## src/rtl/alu_issue_arbiter.sv

```systemverilog
// Round-robin arbiter sharing one combinational ALU between two issue requesters,
// with a one-entry result register toward writeback that honours backpressure.
module alu_issue_arbiter #(
  parameter int OPERAND_SIZE     = 32,
  parameter int REG_ADDRESS_SIZE = 5,
  parameter int OP_SIZE          = 1
) (
  input  logic                      clk,
  input  logic                      reset,
  input  logic                      req0_valid,
  output logic                      req0_ready,
  input  logic [OP_SIZE-1:0]        req0_op,
  input  logic [OPERAND_SIZE-1:0]   req0_operand1,
  input  logic [OPERAND_SIZE-1:0]   req0_operand2,
  input  logic [REG_ADDRESS_SIZE:0] req0_static,
  input  logic                      req1_valid,
  output logic                      req1_ready,
  input  logic [OP_SIZE-1:0]        req1_op,
  input  logic [OPERAND_SIZE-1:0]   req1_operand1,
  input  logic [OPERAND_SIZE-1:0]   req1_operand2,
  input  logic [REG_ADDRESS_SIZE:0] req1_static,
  output logic [OP_SIZE-1:0]        alu_op,
  output logic [OPERAND_SIZE-1:0]   alu_operand1,
  output logic [OPERAND_SIZE-1:0]   alu_operand2,
  output logic [REG_ADDRESS_SIZE:0] alu_static_in,
  input  logic [OPERAND_SIZE-1:0]   alu_result,
  input  logic [REG_ADDRESS_SIZE:0] alu_static_out,
  output logic                      res_valid,
  input  logic                      res_ready,
  output logic [OPERAND_SIZE-1:0]   res_result,
  output logic [REG_ADDRESS_SIZE:0] res_static,
  output logic                      res_src,
  output logic                      dbg_state
);

  // Handshake: a transfer happens in a cycle where valid && ready are both high;
  // ready never feeds back into valid, and payload is held stable until accepted.
  typedef enum logic {EMPTY = 1'b0, FULL = 1'b1} state_t;

  state_t                      state_q, state_d;
  logic                        ptr_q, ptr_d;
  logic [OPERAND_SIZE-1:0]     result_q, result_d;
  logic [REG_ADDRESS_SIZE:0]   static_q, static_d;
  logic                        src_q, src_d;
  logic                        can_accept;
  logic                        grant0, grant1;

  assign res_valid  = (state_q == FULL);
  assign res_result = result_q;
  assign res_static = static_q;
  assign res_src    = src_q;
  assign dbg_state  = state_q;

  assign can_accept = !res_valid || res_ready;

  // Under contention the pointer picks the winner; a lone requester always wins.
  assign grant0 = !reset && can_accept && req0_valid && (!req1_valid || !ptr_q);
  assign grant1 = !reset && can_accept && req1_valid && (!req0_valid ||  ptr_q);

  assign req0_ready = grant0;
  assign req1_ready = grant1;

  always_comb begin
    alu_op        = '0;
    alu_operand1  = '0;
    alu_operand2  = '0;
    alu_static_in = '0;
    if (grant0) begin
      alu_op        = req0_op;
      alu_operand1  = req0_operand1;
      alu_operand2  = req0_operand2;
      alu_static_in = req0_static;
    end else if (grant1) begin
      alu_op        = req1_op;
      alu_operand1  = req1_operand1;
      alu_operand2  = req1_operand2;
      alu_static_in = req1_static;
    end
  end

  always_comb begin
    state_d  = state_q;
    ptr_d    = ptr_q;
    result_d = result_q;
    static_d = static_q;
    src_d    = src_q;
    if (grant0 || grant1) begin
      // A grant while FULL implies res_ready, so the old entry drains this cycle.
      state_d  = FULL;
      ptr_d    = grant0;
      result_d = alu_result;
      static_d = alu_static_out;
      src_d    = grant1;
    end else if (state_q == FULL && res_ready) begin
      state_d = EMPTY;
    end
  end

  always_ff @(posedge clk) begin
    if (reset) begin
      state_q  <= EMPTY;
      ptr_q    <= 1'b0;
      result_q <= '0;
      static_q <= '0;
      src_q    <= 1'b0;
    end else begin
      state_q  <= state_d;
      ptr_q    <= ptr_d;
      result_q <= result_d;
      static_q <= static_d;
      src_q    <= src_d;
    end
  end

endmodule

```

## config.mk

```make
export PLATFORM = sky130hd
export DESIGN_NAME = alu_issue_arbiter
export DESIGN_NICKNAME = d
export VERILOG_FILES = /design/src/rtl/alu_issue_arbiter.sv
export SDC_FILE = /design/constraint.sdc
export NUM_CORES = 1
export LEC_CHECK = 0
export CORE_AREA = 2 2 116 118
export CTS_BUF_LIST = sky130_fd_sc_hd__clkbuf_16
export DETAILED_ROUTE_END_ITERATION = 7
export DIE_AREA = 0 0 118 120
export SETUP_SLACK_MARGIN = 0.05
export SLEW_MARGIN = 10
export SYNTH_ARGS = -nofsm -noshare
export SYNTH_HDL_FRONTEND = slang
export SYNTH_SLANG_ARGS = --single-unit
```

## constraint.sdc

```tcl
create_clock -name clk -period 3.8 [get_ports clk]
set_clock_uncertainty 0.05 [all_clocks]
set_input_delay 0.76 -clock clk [delete_from_list [all_inputs] [get_ports clk]]
set_output_delay 0.76 -clock clk [all_outputs]
set_load 0.01 [all_outputs]
```

# ---- Word-level counts from Yosys, hierarchy flattened
# Cells that the tools add are included.
dict set report op_classes {
  reduce_logical 16
  muxes 10
}
# op count
set op_table {}
lappend op_table {{two-way mux 32 bit} 4}
lappend op_table {{two-way mux 6 bit} 2}
lappend op_table {{logical AND 1 bit} 6}
lappend op_table {{zero test 1 bit} 5}
lappend op_table {{logical OR 1 bit} 4}
lappend op_table {{two-way mux 1 bit} 4}
lappend op_table {{nonzero test 2 bit} 1}
dict set report word_totals {
  regBits 41
  wordCells 31
}

# ---- Longest topological paths before layout
# Gate-level depths: netlist (run 1).
dict set report logic_depth {
  word_depth 7
  ltp_mapped 7
  mapped_depth_nobuf 3
}

# ---- Least setup slack after synthesis (run 1)
# OpenSTA, ideal clock, no wires.
dict set report synth_path {
  path_kind {input port to output port}
  startpoint {in res_ready}
  endpoint {out alu_operand2[21]}
  path_stages 7
  slack_ns 1.190
  arrival_time_ns 1.800
  path_cell_list {nor2b_1 buf_6 or3_1 buf_6 buf_6 buf_6 a21oi_2}
}
dict set report synth_via {
  elab_chain_cells 6
}
# item line
set synth_rtl {}
lappend synth_rtl {{start: declaration} 29} ;# input logic res_ready,
lappend synth_rtl {{logical OR 1 bit (*)} 54} ;# assign can_accept = !res_valid || res_ready;
lappend synth_rtl {{logical AND 1 bit (*)} {57, 58}}
lappend synth_rtl {{logical AND 1 bit (2 in series)} 58} ;# assign grant1 = !reset && can_accept && req1_valid && (!req0_valid || ptr_q);
lappend synth_rtl {{two-way mux 32 bit} 73} ;# end else if (grant1) begin
lappend synth_rtl {{two-way mux 32 bit (*)} 68} ;# if (grant0) begin
lappend synth_rtl {{end: declaration} 24} ;# output logic [OPERAND_SIZE-1:0] alu_operand2,
# Every way passes the cells marked *; elsewhere a longest branch is shown, timed or not.

# ---- Worst setup path after layout (run 1)
dict set report layout_path {
  startpoint {in req0_valid}
  endpoint {out alu_operand2[11]}
}
dict set report layout_via {
  elab_chain_cells 5
}
# item line
set layout_rtl {}
lappend layout_rtl {{start: declaration} 10} ;# input logic req0_valid,
lappend layout_rtl {{zero test 1 bit} 58}
lappend layout_rtl {{logical OR 1 bit} 58}
lappend layout_rtl {{logical AND 1 bit} 58}
lappend layout_rtl {{two-way mux 32 bit} 73}
lappend layout_rtl {{two-way mux 32 bit (*)} 68}
# Marked as above.

==> results of run 1 <==
-- path summary, 6_finish.rpt --
check | slack (ns) | cells after the start | start | end
setup reg to reg | 2.34 | 4 | dbg_state | res_result[22]
hold / removal | 0.44 | 2 | res_src | res_src
setup / recovery | 0.23 | 6 | req0_valid | alu_operand2[11]
hold reg to reg | 0.44 | 2 | res_src | res_src
-- tightest hold or removal path: stages, from the launching register on --
cell and delay, ns:
dfxtp_1 0.31, o21ai_0 0.08, a21oi_1 0.07
-- cells in the final DEF, fill, tap and decap left out --
master	netlist	final
diode_2	0	1
clkdlybuf4s50_1	0	297
nand2b_1	1	1
nand2_1	142	142
dlymetal6s2s_1	0	1
clkbuf_16	0	5
o211ai_1	39	39
or3_4	0	1
a21bo_2	1	1
inv_1	41	42
a21boi_4	0	1
o21ai_0	40	40
a21oi_1	64	64
buf_4	1	5
nor2_2	0	1
buf_12	0	3
nor2_1	2	1
a21oi_2	10	10
dfxtp_1	41	41
or3_1	2	1
clkinv_1	0	1
nor2b_2	0	1
nor3_1	1	1
-- report_power, final --
part | internal, mW | switching, mW | leakage, nW
Clock | 0.235 | 0.165 | 0.0685
Combinational | 0.352 | 0.235 | 1.93
Sequential | 0.463 | 0.0194 | 0.339
-- cells by family after synthesis --
family,share of synthesized area
AOI/OAI and AO/OA,0.345
DFF,0.309
buffers and inverters,0.131
and+or+nand+nor,0.215
-- per-layer routing --
metal  vias to the layer above  GRT usage  part of all wire
met5                         -          0                 0
met4                         0     0.0429             0.014
met3                        16     0.0599             0.091
met1                      1713      0.199              0.41
met2                       179      0.313              0.49
li1                       1950          -                 -
-- registers in the layout, summed over array words and instances, names as in the netlist --
register,flops
res_result,32
res_static,6
ptr_q,1
res_src,1
dbg_state,1
-- area by class of cell --
type / instances / area (sq um) / share of cell area
antenna: 1 / 2.50 / 0.000422
clock buffer: 5 / 125 / 0.0211
clock inverter: 2 / 7.51 / 0.00127
inverter: 41 / 154 / 0.0260
multi-input combinational: 304 / 1510 / 0.255
sequential: 41 / 821 / 0.139
tap: 176 / 220 / 0.0372
timing repair buffer: 306 / 3080 / 0.520
-- per-stage QoR --
| stage | util | power, mW | hold slack, ns | area [sq um] | setup WS, ns |
|---|---|---|---|---|---|
| 2_1_floorplan | - | 0.691 | 0.429 | 2660 | 1.19 |
| 3_3_place_gp | 0.446 | 1.07 | 0.413 | 5790 | 0.144 |
| 3_5_place_dp | 0.446 | 1.08 | 0.429 | 5790 | 0.150 |
| 4_1_cts | 0.456 | 1.49 | 0.441 | 5920 | 0.139 |
| 5_1_grt | 0.456 | 1.55 | 0.476 | 5920 | 0.114 |
| 6_report | 0.456 | 1.47 | 0.444 | 5920 | 0.233 |
-- synthesized netlist by cell type --
cell type,number
a21bo_2,1
a21boi_1,1
a21oi_1,64
a21oi_2,10
buf_2,6
buf_4,1
buf_6,4
clkbuf_1,30
dfxtp_1,41
inv_1,41
nand2_1,142
nand2b_1,1
nor2_1,2
nor2b_1,1
nor3_1,1
o211ai_1,39
o21ai_0,40
or3_1,2
-- repair_timing --
| item | CTS | global route |
|---|---|---|
| resized for setup | 0 | 1 |
| buffers inserted | 0 | 0 |
| endpoints found under the setup margin | 0 | 1 |
==> summary.md, run 1 <==
| Metric | Value |
|---|---|
| Largest net degree at the start of global routing | just under 80 |
| Outcome | finished, final reports clean |
| Yosys cell types | 18 |
| Tot GR Track Use | 0.175 |
| Worst slew pin tran | 0.445 ns |
| Final WL | 13,100 um |
| Crit path launch type | input pin |
| CTS tree | yes |
| Final min period | 3.57 ns |
| Slew HR | 0.703 |
| Slowest stage delay, CP | between 0.5 and 0.6 ns |
| Placed insts | approximately 870 |
| Sequential element share of the synthesized area | 0.309 |
| H-tree lvl count | 2 |
| Avg Cell Area, Syn | a little over 6 sq um |
| Slew Viols, Final | 0 |
| Share of cells above drive strength 1 | 0.0401 |
| Fmax achieved | roughly 280 MHz |
| Non-filler cells, final | slightly below 900 |
| Final TNS setup | 0 ns |
| Initial Utilization | 0.205 |
| Final net count | 884 |
| Post-synthesis register bit count | 41 |
| Core area | roughly 13,000 sq um |
| Vias in the first global route | between 3,000 and 4,000 |
| Crit path buf inv count | 3 |
| Vias after detailed routing | 3,858 |
| Die width | about 120 um |
| Area Growth Syn to Fin | 123% |
| Via/cell ratio | between 4 and 5 |
| Hold_buf cts | 0 |
| Clk slew on worst S/H paths | about 0.060 ns |
| Max-cap check violation count | 0 |
| WS Path Type | in2out |
| Worst EP arrival | between 2 and 3 ns |
| Root buf cell | clkbuf_16 |
| Final Hold Violating Endpoints | 0 |
| Syn nets | between 600 and 700 |
| Die area | between 10,000 and 15,000 sq um |
| CP Capture Type | output pin |
| Pwr dens | roughly 250 nW/um^2 |
| Clock buffer depth | 2 |
| Mapped Cells | 427 |
| Leakage | about 2.3 nW |
| Worst Hold Class | reg2reg |
| Fill count | 1,321 |
| Port bufs | about 300 |
| Row count | 42 |
| Period utilization | 0.939 |
| Drt wl/cell | approximately 15 um |
| I/O pin count | 299 |
| Crit-path cells | clkdlybuf4s50_1 -> nor2_2 -> or3_4 -> buf_12 -> a21oi_1 -> clkdlybuf4s50_1 |
| GRT Residual Overflow | 0 |
| Worst VDD drop | 0.000330 V |
| Clock Latency Late Sink | about 0.28 ns |
| Family with the most delay on the worst path | buffers and inverters |
| Hpwl dp | around 9900 um |
| Mapped cell area | about 2700 sq um |
| CTS Sinks | 41 |
| Router iterations before antenna repair | 4 |
| Antenna violations before repair | 2 |
| Synthesis Warnings | 0 |
| Area share of the largest cell type after synthesis | 0.309 |
| Top cells by area, synth | dfxtp_1 31%, nand2_1 20%, a21oi_1 12% |
| Critical-path maximum fanout | 78 |
| RSZ-0062 raised after global routing | false |
| DRT iter0 DRCs | roughly 180 |
| Critical path's slowest cell | clkdlybuf4s50_1 |
| CP dominant cell by count | clkdlybuf4s50_1 |
| Yosys top cell by area | dfxtp_1 |
| TritonCTS Buffers | 5 |
| # DRC | 0 |
| First-pass GRT wire length | just over 20,000 um |
| Routability congestion estimate | slightly above 0.8 |
| Routed Antenna Nets | 0 |
| Setup Viol. Count Final | 0 |
| WP data required | between 2 and 3 ns |
| Die Y | roughly 120 um |
Note: power is estimated with default switching activity, not from simulation.
==> run 2, diff against run 1 <==
- clock period: 3.8 -> 3.7 ns (I/O delays scaled with it)
==> run 2 against run 1 <==
  * Register-to-register slack got worse by 0.12 ns
  * Die area did not move
  * Global-route usage fell by 0.22 points
  * Final cell count rose by 0.23%
  * Sequential power rose by 2%
  * Clock-buffer cell count did not move
  * Critical path depth did not move
  * Worst setup slack got worse by 0.041 ns
  * First-iteration DRC count fell by 19%
  * Via count rose by 0.57%
  * Non-clock buffer count rose by 1
==> summary.md, run 2 (synthesized netlist as in run 1, its figures left out) <==
| Metric | Value |
|---|---|
| Worst VDD drop | between 0.0002 and 0.0003 V |
| Router iterations before antenna repair | 4 |
| DRT iter0 DRCs | around 150 |
| Critical-path maximum fanout | 78 |
| Largest register FFs | 32 |
| Worst slew pin tran | 0.439 ns |
| Leakage | between 2 and 2.5 nW |
| GRT Residual Overflow | 0 |
| WS Path Type | in2out |
| Final WL | ~13,000 um |
| Worst Hold Class | reg2reg |
| Routed Antenna Nets | 0 |
| Via/cell ratio | 4.42 |
| Commonest non-fill, non-tap cell in the layout | clkdlybuf4s50_1 |
| Slew Viols, Final | 0 |
| Clock buffer depth | 2 |
| Core area | 13,000 sq um |
| Root buf cell | clkbuf_16 |
| Most frequent cells in the layout | 297 x clkdlybuf4s50_1, 142 x nand2_1, 64 x a21oi_1 |
| Hpwl dp | about 10000 um |
| Port bufs | just under 300 |
| Worst EP arrival | roughly 2.7 ns |
| Largest net degree at the start of global routing | 79 |
| Area of the multi-input gates | between 1500 and 2000 sq um |
| WP data required | slightly below 3 ns |
| Sequential cell area | 821 sq um |
| Area Growth Syn to Fin | 124% |
| I/O pin count | 299 |
| Routability congestion estimate | between 0.8 and 0.9 |
| Vias after detailed routing | 3,880 |
| Crit path launch | req0_valid |
| Period utilization | 0.948 |
| RSZ-0062 raised after global routing | false |
| Fill count | about 1,300 |
| CTS tree | yes |
| Tot GR Track Use | 0.173 |
| Die area | around 14,000 sq um |
| Drt wl/cell | 14.9 um |
| Vias in the first global route | between 3,000 and 4,000 |
| Worst setup margin | about 0.19 ns |
| # DRC | 0 |
| Postcts setup bufs | 0 |
| Antenna violations before repair | 3 |
| CTS Sinks | 41 |
| Initial Utilization | 0.205 |
| Final net count | 885 |
| R2r startpoint | dbg_state |
| Final TNS setup | 0 ns |
| Pre-CTS WS | 0.143 ns |
| Final Hold Violating Endpoints | 0 |
| Crit path launch type | input pin |
| H-tree lvl count | 2 |
| Setup Viol. Count Final | 0 |
| Die width | around 120 um |
| Hold Crit Start | res_src |
| Final min period | around 3.5 ns |
| Row count | 42 |
| Die Y | 120 um |
| Fmax achieved | 285 MHz |
| Outcome | finished, final reports clean |
| TritonCTS Buffers | 5 |
| First-pass GRT wire length | roughly 20,000 um |
| Clock Latency Late Sink | between 0.2 and 0.3 ns |
| Pwr dens | around 270 nW/um^2 |
| Clk slew on worst S/H paths | 0.05 ns |
| Slew HR | 0.707 |
| Share of cells above drive strength 1 | 0.0428 |
| CP Capture Type | output pin |
| Max-cap check violation count | 0 |
run 2: where the power goes:
group	internal, mW	switching (mW)	total, mW
sequential	0.475	0.0189	0.494
combinational	0.362	0.241	0.603
clock	0.314	0.177	0.491
run 2: metal layers:
layer  vias to the layer above  part of all wire  GRT usage
met3                        14              0.10     0.0746
li1                       1945                 -          -
met1                      1747              0.39      0.188
met4                         2             0.011     0.0316
met5                         -           0.00061          0
met2                       172              0.50      0.313
run 2: what timing repair did:
action                                  4_1_cts  5_1_grt
endpoints found under the setup margin        0        4
hold buffers                                  0        0
gates resized for setup                       0        1
run 2: area by class of cell:
class                      count  area share
multi-input combinational    304       0.253
tap                          176      0.0369
inverter                      41      0.0258
timing repair buffer         307       0.518
clock buffer                   5      0.0210
sequential                    41       0.138
clock inverter                 3     0.00630
antenna                        1    0.000420
run 2: stage by stage:
step           power [mW]  area [sq um]  hold WS, ns  std cells  utilization
6_report             1.59          5960        0.444        878        0.459
5_1_grt              1.67          5960        0.495        877        0.459
4_1_cts              1.61          5960        0.443        877        0.459
3_5_place_dp         1.11          5790        0.428        869        0.446
3_3_place_gp         1.10          5790        0.413        869        0.446
2_1_floorplan       0.710          2660        0.429        427            -
run 2: final timing paths:
path	endpoint	slack [ns]	cells past startpoint
worst max-delay path	alu_operand2[13]	0.19	6
worst min-delay path	res_src	0.44	2
worst max register to register	res_result[13]	2.22	4
worst min register to register	res_src	0.44	2
run 2: worst max-delay path: stages:
cell	delay, ns
clkdlybuf4s50_1	0.54
nor2_2	0.06
or3_4	0.35
buf_12	0.20
a21oi_1	0.17
clkdlybuf4s50_1	0.59
==> run 3, diff against run 2 <==
- ABC_AREA: default -> 0
- CORE_AREA: 2 2 116 118 -> 5 5 113 115
- GPL_TIMING_DRIVEN: default -> 0
- PLACE_DENSITY: default -> 0.69
==> run 3 against run 2 <==
  * Fmax down 2.2%
  * Design area up 2.3%
  * Clock-buffer cell count unchanged
  * Die area unchanged
  * Power down 5.2%
  * Critical path type unchanged
==> summary.md, run 3 (synthesized netlist as in run 1, its figures left out) <==
| Metric | Value |
|---|---|
| Leakage | about 3.3 nW |
| CTS tree | yes |
| Clk slew on worst S/H paths | around 0.05 ns |
| Fin area | about 6100 sq um |
| Total power | approximately 1.5 mW |
| Slew Viols, Final | 0 |
| Clock Latency Late Sink | about 0.28 ns |
| Worst Hold Class | reg2reg |
| Fmax achieved | roughly 280 MHz |
| Final WL | between 10,000 and 15,000 um |
| Worst slew pin tran | 0.478 ns |
| Hold_buf cts | 0 |
| Final min period | approximately 3.6 ns |
| Largest net degree at the start of global routing | 13 |
| Vias in the first global route | between 4,000 and 5,000 |
| # diodes | 0 |
| R2r startpoint | dbg_state |
| Hold Crit Start | res_result[12] |
| Drt wl/cell | roughly 16 um |
| Tot GR Track Use | 0.188 |
| Pwr dens | between 200 and 250 nW/um^2 |
| Dpl cell area | ~5800 sq um |
| CTS Sinks | 41 |
| Vias after detailed routing | ~4,100 |
| TritonCTS Buffers | 5 |
| Root buf cell | clkbuf_16 |
| Critical-path maximum fanout | 10 |
| GRT Residual Overflow | 0 |
| Share of cells above drive strength 1 | 0.0601 |
| CP Capture Type | output pin |
| RSZ-0062 raised after global routing | false |
| Sequential cell area | slightly above 800 sq um |
| Worst VDD drop | 0.000185 V |
| Area of the multi-input gates | around 1500 sq um |
| Routed Antenna Nets | 0 |
| Port bufs | between 200 and 300 |
| Worst Hold Slack | approximately 0.45 ns |
| Die area | between 10,000 and 15,000 sq um |
| Via/cell ratio | roughly 4.6 |
| Setup Viol. Count Final | 0 |
| Worst EP arrival | ~2.8 ns |
| WP data required | about 2.9 ns |
| Area Growth Syn to Fin | 129% |
| I/O pin count | between 200 and 300 |
| DRT iter0 DRCs | 160 |
| Final Hold Violating Endpoints | 0 |
| Crit path launch type | input pin |
| H-tree lvl count | 2 |
| Antenna violations before repair | 2 |
| Outcome | finished, final reports clean |
| Period utilization | 0.969 |
| # DRC | 0 |
| Hpwl dp | between 10,000 and 15,000 um |
| WS Path Type | in2out |
| Most frequent cells in the layout | 232 x clkdlybuf4s50_1, 142 x nand2_1, 64 x a21oi_1 |
| Die width | 118 um |
| Clock buffer depth | 2 |
| Crit path launch | res_ready |
| Router iterations before antenna repair | 4 |
| Max-cap check violation count | 0 |
| Commonest non-fill, non-tap cell in the layout | clkdlybuf4s50_1 |
| Core area | 11,700 sq um |
| Die Y | roughly 120 um |
| Initial Utilization | 0.227 |
| Postcts setup bufs | 0 |
| Final net count | approximately 900 |
| First-pass GRT wire length | about 22,000 um |
| Routability congestion estimate | between 0.8 and 0.9 |
| Slew HR | 0.681 |
| Row count | 40 |
| Largest register FFs | 32 |
| Fill count | ~1,200 |
run 3: report_power, final:
group,switching [mW],internal (mW)
registers,0.0200,0.475
clock network,0.164,0.244
logic,0.250,0.353
total,0.434,1.07
run 3: final timing paths:
check,endpoint,slack [ns],depth (start not counted)
min,res_result[12],0.45,2
max,alu_operand2[6],0.11,8
min reg2reg,res_result[12],0.45,2
max reg2reg,res_static[1],2.02,6
run 3: timing repair:
action                     4_1_cts  5_1_grt
resized for setup               28       59
setup endpoints to repair       72       53
hold endpoints to repair         0        0
run 3: critical path, cell delays in order:
cell and delay [ns]:
clkdlybuf4s50_1 0.49, nor2b_1 0.06, buf_6 0.12, or3_1 0.35, buf_6 0.16, buf_2 0.18
a21oi_1 0.13, clkdlybuf4s50_1 0.56
run 3: cell type report:
type,count,area share
Timing Repair Buffer,298,0.507
Inverter,41,0.0252
Buffer,40,0.0345
Tap cell,147,0.0302
Clock inverter,3,0.00205
Multi-Input combinational cell,304,0.246
Clock buffer,5,0.0205
Sequential cell,41,0.135
run 3: through the flow:
stage	util	std cells	setup TNS (ns)	setup WS, ns
after floorplan	-	427	0	1.13
after global placement	0.497	872	-25.17	-0.502
after detailed placement	0.497	872	-27.02	-0.509
after CTS	0.509	879	0	0.0424
after global routing	0.521	879	0	0.0509
final	0.521	879	0	0.113
run 3: layer usage:
layer	GRT usage	vias to the layer above	wire length, um
met2	0.329	212	7090
li1	-	2011	-
met1	0.218	1815	5830
met3	0.0575	28	1170
met5	0	-	23
met4	0.0624	4	345
